File: config.mk
export PLATFORM = sky130hd
export DESIGN_NAME = sc_fetch_unit
export DESIGN_NICKNAME = d
export VERILOG_FILES = /design/src/rtl/sc_fetch_unit.sv
export SDC_FILE = /design/constraint.sdc
export NUM_CORES = 1
export LEC_CHECK = 0
export ABC_AREA = 1
export CAP_MARGIN = 25
export CORE_MARGIN = 4
export CORE_UTILIZATION = 27
export DETAILED_ROUTE_END_ITERATION = 10
export DONT_BUFFER_PORTS = 1
export GPL_TIMING_DRIVEN = 0
export HOLD_SLACK_MARGIN = 0.03
export PLACE_DENSITY = 0.39
export SLEW_MARGIN = 20
export SYNTH_ARGS = -nofsm -noshare
export SYNTH_HDL_FRONTEND = slang
export SYNTH_SLANG_ARGS = --single-unit
File: constraint.sdc
create_clock -name clk -period 3.64 [get_ports clk]
set_input_delay 0.728 -clock clk [delete_from_list [all_inputs] [get_ports clk]]
set_output_delay 0.728 -clock clk [all_outputs]
set_load 0.05 [all_outputs]
File: src/rtl/sc_fetch_unit.sv
// Instruction fetch stage: owns the PC, fetches over a req/ack port, holds the
// instruction for the single-cycle datapath and forms the next PC on commit.
module sc_fetch_unit #(
    parameter logic [31:0] RESET_PC    = 32'h0000_0000,
    parameter int          ACK_TIMEOUT = 16
) (
    input  logic        clk,
    input  logic        resetn,
    output logic        imem_req,
    output logic [31:0] imem_addr,
    input  logic        imem_ack,
    input  logic [31:0] imem_rdata,
    output logic [31:0] inst,
    output logic [5:0]  op,
    output logic [5:0]  func,
    output logic        inst_valid,
    output logic [31:0] pc,
    output logic [31:0] pc_plus4,
    input  logic        commit,
    input  logic [1:0]  pcsrc,
    input  logic [31:0] jr_target,
    output logic        fault
);

    localparam int CW = (ACK_TIMEOUT > 2) ? $clog2(ACK_TIMEOUT) : 1;
    localparam logic [CW-1:0] CNT_LAST = CW'(ACK_TIMEOUT - 1);

    typedef enum logic [1:0] {
        IDLE = 2'd0,
        REQ  = 2'd1,
        HOLD = 2'd2,
        HALT = 2'd3
    } state_t;

    typedef enum logic [1:0] {
        PC_SEQ = 2'b00,
        PC_BR  = 2'b01,
        PC_JR  = 2'b10,
        PC_J   = 2'b11
    } pcsrc_t;

    state_t         state, state_n;
    logic [31:0]    pc_n, inst_n, target;
    logic           inst_valid_n, req_n, fault_n;
    logic [CW-1:0]  cnt, cnt_n;
    logic           jr_misaligned;

    assign imem_addr = pc;
    assign pc_plus4  = pc + 32'd4;
    assign op        = inst[31:26];
    assign func      = inst[5:0];

    // Candidate next PC; only consumed when commit=1 in HOLD, so x on pcsrc is harmless.
    always_comb begin
        target = pc_plus4;
        case (pcsrc)
            PC_SEQ:  target = pc_plus4;
            PC_BR:   target = pc_plus4 + {{14{inst[15]}}, inst[15:0], 2'b00};
            PC_JR:   target = jr_target;
            PC_J:    target = {pc_plus4[31:28], inst[25:0], 2'b00};
            default: target = pc_plus4;
        endcase
    end

    assign jr_misaligned = (jr_target[1:0] != 2'b00);

    // NOTE: every always_comb output gets a default first so no latch is inferred.
    always_comb begin
        state_n      = state;
        pc_n         = pc;
        inst_n       = inst;
        inst_valid_n = inst_valid;
        req_n        = imem_req;
        fault_n      = fault;
        cnt_n        = cnt;
        case (state)
            IDLE: begin
                state_n = REQ;
                req_n   = 1'b1;
                cnt_n   = '0;
            end
            REQ: begin
                if (imem_ack) begin
                    inst_n       = imem_rdata;
                    inst_valid_n = 1'b1;
                    req_n        = 1'b0;
                    cnt_n        = '0;
                    state_n      = HOLD;
                end else if (cnt == CNT_LAST) begin
                    fault_n = 1'b1;
                    req_n   = 1'b0;
                    cnt_n   = '0;
                    state_n = HALT;
                end else begin
                    cnt_n = cnt + 1'b1;
                end
            end
            HOLD: begin
                if (commit) begin
                    if (pcsrc == PC_JR && jr_misaligned) begin
                        fault_n      = 1'b1;
                        inst_valid_n = 1'b0;
                        req_n        = 1'b0;
                        state_n      = HALT;
                    end else begin
                        pc_n         = target;
                        inst_valid_n = 1'b0;
                        req_n        = 1'b1;
                        cnt_n        = '0;
                        state_n      = REQ;
                    end
                end
            end
            HALT: begin
                req_n        = 1'b0;
                inst_valid_n = 1'b0;
                fault_n      = 1'b1;
            end
            default: state_n = IDLE;
        endcase
    end

    // NOTE: sequential state uses non-blocking assignments so all registers update together.
    always_ff @(posedge clk) begin
        if (!resetn) begin
            state      <= IDLE;
            pc         <= RESET_PC;
            inst       <= '0;
            inst_valid <= 1'b0;
            imem_req   <= 1'b0;
            fault      <= 1'b0;
            cnt        <= '0;
        end else begin
            state      <= state_n;
            pc         <= pc_n;
            inst       <= inst_n;
            inst_valid <= inst_valid_n;
            imem_req   <= req_n;
            fault      <= fault_n;
            cnt        <= cnt_n;
        end
    end

endmodule

==> results of run 1 <==
-- worst max-delay path, stage by stage (launching register included) --
cell        delay [ps]
dfxtp_4            480
clkinvlp_4         400
nor2_4             270
nand2_4            130
buf_4              160
buf_6              120
xnor2_4            470
ha_4               310
nand2_1             70
nand2_2             70
inv_2               50
nand2_1             60
inv_1               70
nand2_2             70
or2_2              270
nand3_1             70
nand4_1            210
o21ai_2            210
inv_1               50
-- state kept, by name (all words and copies together) (netlist names) --
register / flops
cnt: 4
imem_req: 1
inst_valid: 1
state: 2
inst: 32
imem_addr: 32
fault: 1
-- per-layer routing --
metal	part of all wire, %	vias to the layer above	GRT usage (%)
met5	0.042	-	0
met4	1.1	2	4.45
met3	9.5	22	7.02
met2	44	282	33.7
met1	45	3409	28.8
li1	-	3715	-
-- layout make-up --
type | instances | area, µm²
Tap cell | 330 | 413
Clock inverter | 7 | 100
Antenna cell | 1 | 2.50
Multi-Input combinational cell | 835 | 5190
Sequential cell | 73 | 1520
Buffer | 75 | 479
Inverter | 173 | 672
Fill cell | 2827 | 16400
Timing Repair Buffer | 18 | 150
Clock buffer | 9 | 225
-- cell usage after synthesis (all sizes together), types with 2 or more instances --
master	instances
buf	59
a21oi	70
o21a	2
nand4	19
o211ai	8
inv	172
o21ai	65
a22o	8
a21o	4
ha	39
nor3	17
dfxtp	73
nand3	72
clkbuf	16
o21bai	6
xnor2	8
or2	6
nand3b	4
nand2	313
xor2	17
a221oi	10
o221ai	3
nor2	159
-- power by group --
group          leakage (nW)  switching (W)  internal (W)
Clock                 0.160       0.000414      0.000608
Sequential            0.611       0.000700      0.000940
Combinational          3.16       0.000959      0.000501
-- through the flow --
step / worst slack [ps] / cells / power, W / area [µm²] / hold WS [ps]
6_report: -23.0 / 1521 / 0.00412 / 8760 / 495
5_1_grt: -242 / 1521 / 0.00436 / 8760 / 511
3_5_place_dp: -898 / 1487 / 0.00295 / 7420 / 481
2_1_floorplan: -50.9 / 1156 / 0.00255 / 6970 / 451
3_3_place_gp: -1110 / 1486 / 0.00294 / 7380 / 476
4_1_cts: -13.7 / 1514 / 0.00408 / 8370 / 492
-- path summary, 6_finish.rpt --
check                                  start            end  slack [ps]  depth (start not counted)
worst max-delay path            imem_addr[2]  imem_addr[10]         -20                         18
worst max register to register  imem_addr[2]  imem_addr[10]         -20                         18
worst min register to register        cnt[2]         cnt[2]         490                          2
worst min-delay path                  cnt[2]         cnt[2]         490                          2
-- timing repair --
action,4_1_cts,5_1_grt
gates resized for setup,132,86
hold buffers,0,0
endpoints found under the setup margin,35,24
pin swaps,21,33
setup buffers,11,6
-- cells by family after synthesis --
logic type      synth area share (%)
xor+xnor                        3.28
buf+inv                         16.4
simple gates                    36.6
compound gates                  15.2
flops                           21.2
fa+ha+maj                       7.36
==> results.sh, run 1 <==
export IMPL_drv_slew=0
export IMPL_grt_overflow_total=0
export IMPL_grt_pass1_vias=7280
export IMPL_violations="negative setup slack"
export IMPL_first_pass_iters=5
export IMPL_ys_ff_latch=73
export IMPL_grt_first_pass_wirelength_um=46100
export IMPL_fin_crit_sh_pct=101
export IMPL_hpwlAfterDp_um=26100
export IMPL_synth_flop_cell="dfxtp_1"
export IMPL_ys_top_cells_by_area="dfxtp_1, nand2_1, inv_1"
export IMPL_wirelength_um=31300
export IMPL_hp_class="reg2reg"
export IMPL_track_usage_pct=21.4
export IMPL_vias=7430
export IMPL_endpoint_kind="flip-flop"
export IMPL_setup_tns_ps=-38.2
export IMPL_insertion_delay_ps=350
export IMPL_path_max_fanout=6
export IMPL_crit_path_start_kind="flip-flop"
export IMPL_postLayoutCoreUtil_pct=34.8
export IMPL_ir_drop_uv=285
export IMPL_netlist_instances=1156
export IMPL_max_cap_violations=0
export IMPL_ant_nets=0
export IMPL_drive_above_1_share_pct=25.6
export IMPL_vias_per_cell=4.88
export IMPL_fin_crit_ps=3660
export IMPL_fin_nets=1295
export IMPL_setup_viol=3
export IMPL_drt_first_iter_violations=487
export IMPL_layout_setup_ws_ps=-23.0
export IMPL_core_area_um2=25200
export IMPL_syn_nets=1266
export IMPL_async_reset_ff_share_pct=0
export IMPL_yosysUniqueCellTypes=44
export IMPL_tightest_slew_ps=1030
export IMPL_die_area_um2=28200
export IMPL_die_h_um=168
export IMPL_avgRoutedWirePerCell_um=20.6
export IMPL_synth_top_area_share_pct=21.2
export IMPL_clockRootBuffer="clkbuf_16"
export IMPL_fin_skew_ps=12.3
export IMPL_finalHoldViolCount=0
export IMPL_numClockSinks=73
export IMPL_finalWeightedCongestion=0.877
export IMPL_rsz0062_at_grt="true"
export IMPL_cts_clk_slew_worst_paths_ps=70
export IMPL_timing_fmax_mhz=273
export IMPL_cts_tree="done"
export IMPL_syn_area_per_cell_um2=5.97
export IMPL_ys_warnings_count=0
export IMPL_num_rows=58
export IMPL_cts_buffers_inserted=9
export IMPL_die_x_um=168
export IMPL_p_per_area_nw_per_um2=471
export IMPL_worst_ep_arrival_time_ps=3910
export IMPL_max_slew_margin_pct=31.3
export IMPL_critPathKind="reg2reg"
export IMPL_final_common_cell="nand2_1"
export IMPL_clk_path_buf_depth=2
export IMPL_yosysTopAreaCell="dfxtp_1"
export IMPL_synth_seq_area_share_pct=21.2
export IMPL_power_leakage_nw=3.93
export IMPL_io_buffer_count=0
export IMPL_status="complete, but fails checks"
export IMPL_grt_max_degree=22
export IMPL_syn2layout_area_growth_pct=26.8
export IMPL_ios=213
export IMPL_syn_area_um2=6900
export IMPL_drcViolationCount=0
export IMPL_required_ps=3890
export IMPL_htree_levels=3
export IMPL_final_cell_mix="nand2_1, inv_1, nor2_1"
export IMPL_synth_edf_count=0
export IMPL_antenna_found_initial=2
export IMPL_start_util_pct=27.4
(Power assumes the default switching activity.)
==> run 2, diff against run 1 <==
--- a/config.mk
+++ b/config.mk
@@ -10,10 +10,9 @@
 export CORE_MARGIN = 4
 export CORE_UTILIZATION = 27
 export DETAILED_ROUTE_END_ITERATION = 10
-export DONT_BUFFER_PORTS = 1
 export GPL_TIMING_DRIVEN = 0
 export HOLD_SLACK_MARGIN = 0.03
-export PLACE_DENSITY = 0.39
+export PLACE_DENSITY = 0.5
 export SLEW_MARGIN = 20
 export SYNTH_ARGS = -nofsm -noshare
 export SYNTH_HDL_FRONTEND = slang
==> run 2 against run 1 <==
The flow now finishes without violations. Combinational power rose by 49%. Sequential share of layout area fell by 2.5 points. Die area did not move. Clock skew fell by 1.3 ps. Setup slack improved by 190 ps. First-iteration DRC count rose by 27%. Global-route usage fell by 0.17 points. Clock-buffer cell count rose by 2. Wire length fell by 1.3%. Register-to-register slack improved by 310 ps. Clock power barely moved. Critical path type is now reg2out. Highest routed layer unchanged.
==> results.sh, run 2 (same netlist as run 1, synthesis figures left out) <==
export IMPL_wirelength_um=30900
export IMPL_clockRootBuffer="clkbuf_16"
export IMPL_setup_viol=0
export IMPL_required_ps=2910
export IMPL_ant_nets=0
export IMPL_nFillCells=2746
export IMPL_p_int_w=0.00232
export IMPL_avgRoutedWirePerCell_um=18.0
export IMPL_final_common_cell="nand2_1"
export IMPL_layout_setup_ws_ps=167
export IMPL_final_seq_area_um2=1470
export IMPL_met3_usage_pct=5.78
export IMPL_r2r_end="imem_addr[21]"
export IMPL_n_antenna_cell=0
export IMPL_drcViolationCount=0
export IMPL_r2r_start="imem_addr[13]"
export IMPL_gr_max_usage_layer="met2"
export IMPL_antenna_found_initial=3
export IMPL_switching_power_w=0.00201
export IMPL_min_path_cells=2
export IMPL_clk_path_buf_depth=2
export IMPL_insertion_delay_ps=340
export IMPL_endpoint_kind="output pin"
export IMPL_pwr_share_comb_pct=50.4
export IMPL_finalHoldViolCount=0
export IMPL_grt_overflow_total=0
export IMPL_fin_crit_ps=3470
export IMPL_grt_max_degree=22
export IMPL_vias=8089
export IMPL_htree_levels=3
export IMPL_numClockSinks=73
export IMPL_path_max_fanout=5
export IMPL_met2_usage_pct=33.0
export IMPL_die_h_um=168
export IMPL_grt_pass1_vias=7985
export IMPL_worst_ep_arrival_time_ps=2750
export IMPL_swShare_pct=46.5
export IMPL_hpwlAfterDp_um=26000
export IMPL_rr_worst_depth=18
export IMPL_status="completed"
export IMPL_finalInstanceArea_um2=9890
export IMPL_grt_first_pass_wirelength_um=46300
export IMPL_fin_skew_ps=11.0
export IMPL_dpl_worst_slack_ps=68.4
export IMPL_max_slew_margin_pct=34.2
export IMPL_power_leakage_nw=4.59
export IMPL_final_cell_mix="nand2_1, clkdlybuf4s50_1, inv_1"
export IMPL_hp_start="fault"
export IMPL_track_usage_pct=21.3
export IMPL_p_clk_share_pct=22.8
export IMPL_syn2layout_area_growth_pct=43.3
export IMPL_timing_fmax_mhz=288
export IMPL_die_x_um=168
export IMPL_ir_drop_uv=327
export IMPL_hold_buffers=0
export IMPL_multiInputGateArea_um2=4450
export IMPL_pwr_share_seq_pct=26.8
export IMPL_critPathKind="reg2out"
export IMPL_rsz0062_at_grt="true"
export IMPL_holdPathEnd="fault"
export IMPL_drive_above_1_share_pct=9.91
export IMPL_cts_buffers_inserted=9
export IMPL_fin_nets=1488
export IMPL_drv_slew=0
export IMPL_ios=213
export IMPL_vias_per_cell=4.72
export IMPL_crit_path_start_kind="flip-flop"
export IMPL_start_util_pct=27.4
export IMPL_hp_class="reg2reg"
export IMPL_io_buffer_count=211
export IMPL_first_pass_iters=5
export IMPL_max_cap_violations=0
export IMPL_p_per_area_nw_per_um2=438
export IMPL_fin_crit_sh_pct=95.4
export IMPL_drt_first_iter_violations=620
export IMPL_cts_tree="done"
export IMPL_num_rows=58
export IMPL_place_area_um2=9490
export IMPL_tightest_slew_ps=986
export IMPL_finalWeightedCongestion=0.938
export IMPL_die_area_um2=28200
export IMPL_reg2reg_setup_slack_ps=290
export IMPL_cts_clk_slew_worst_paths_ps=60
export IMPL_met1_usage_pct=29.1
export IMPL_core_area_um2=25200
export IMPL_postLayoutCoreUtil_pct=39.3
==> run 2: cell types whose count changed in the layout (fill, tap and decap cells not counted), moves of 16 or more <==
cell / before / now
inv_1: 151 / 167
nand2_1: 272 / 306
nand2_2: 35 / 5
dfxtp_1: 47 / 68
ha_1: 20 / 38
nand3_2: 18 / 1
clkdlybuf4s50_1: 0 / 202
nand3_1: 54 / 71
ha_4: 17 / 0
nor2_1: 126 / 143
==> run 2: cell type report <==
class	count	share of cell area (%)
sequential	73	14.8
clock inverter	4	0.772
buffer	75	4.85
multi-input combinational	835	45.0
clock buffer	11	2.45
timing repair buffer	211	21.3
tap	330	4.18
inverter	173	6.58
==> run 2: stage by stage <==
stage	hold slack (ps)	total power [W]	setup TNS [ps]	std cells
finish	457	0.00433	0	1712
global route	486	0.00458	-28.7	1712
CTS	461	0.00436	0	1712
detailed placement	451	0.00335	0	1697
global placement	448	0.00335	-6.10	1697
floorplan	451	0.00255	-50.9	1156
==> run 2: what timing repair did <==
action / 4_1_cts / 5_1_grt
gates resized for setup: 7 / 25
hold endpoints to repair: 0 / 0
buffers inserted: 0 / 0
endpoints found under the setup margin: 7 / 24
==> run 2: per-layer routing <==
metal | vias up | share of wire [%]
met2 | 331 | 43
met3 | 44 | 8.6
li1 | 4098 | -
met1 | 3610 | 46
met4 | 6 | 2.4
met5 | - | 0.13
==> run 2: worst max path at each step <==
stage / start / endpoint / slack [ps]
2_1_floorplan: imem_addr[2] / imem_addr[12] / -50
4_1_cts: imem_addr[3] / pc_plus4[10] / 7
3_3_place_gp: imem_addr[3] / imem_addr[21] / -6
6_report: imem_addr[3] / pc_plus4[30] / 170
5_1_grt: imem_addr[3] / imem_addr[30] / -20
3_5_place_dp: imem_addr[3] / imem_addr[21] / 70
==> run 2: critical path, stage by stage (launching register included) <==
cell	delay [ps]
dfxtp_2	400
ha_1	250
nand2_1	90
nor2_1	160
inv_1	120
nor2_2	220
nand2_1	80
nand2_1	60
nand2_1	120
inv_1	120
clkdlybuf4s50_1	800
==> run 2: power groups by stage <==
stage | Clock, W | Combinational (W) | Sequential (W)
floorplan | 0 | 0.00103 | 0.00152
global placement | 0 | 0.00218 | 0.00118
detailed placement | 0 | 0.00218 | 0.00117
CTS | 0.00101 | 0.00219 | 0.00116
global route | 0.00104 | 0.00236 | 0.00118
finish | 0.000989 | 0.00218 | 0.00116
==> run 3, diff against run 2 <==
--- a/config.mk
+++ b/config.mk
@@ -9,6 +9,7 @@
 export CAP_MARGIN = 25
 export CORE_MARGIN = 4
 export CORE_UTILIZATION = 27
+export CTS_CLUSTER_DIAMETER = 120
 export DETAILED_ROUTE_END_ITERATION = 10
 export GPL_TIMING_DRIVEN = 0
 export HOLD_SLACK_MARGIN = 0.03
==> results of run 3 <==
Final layout, timing and power as in run 2 (identical DEF).
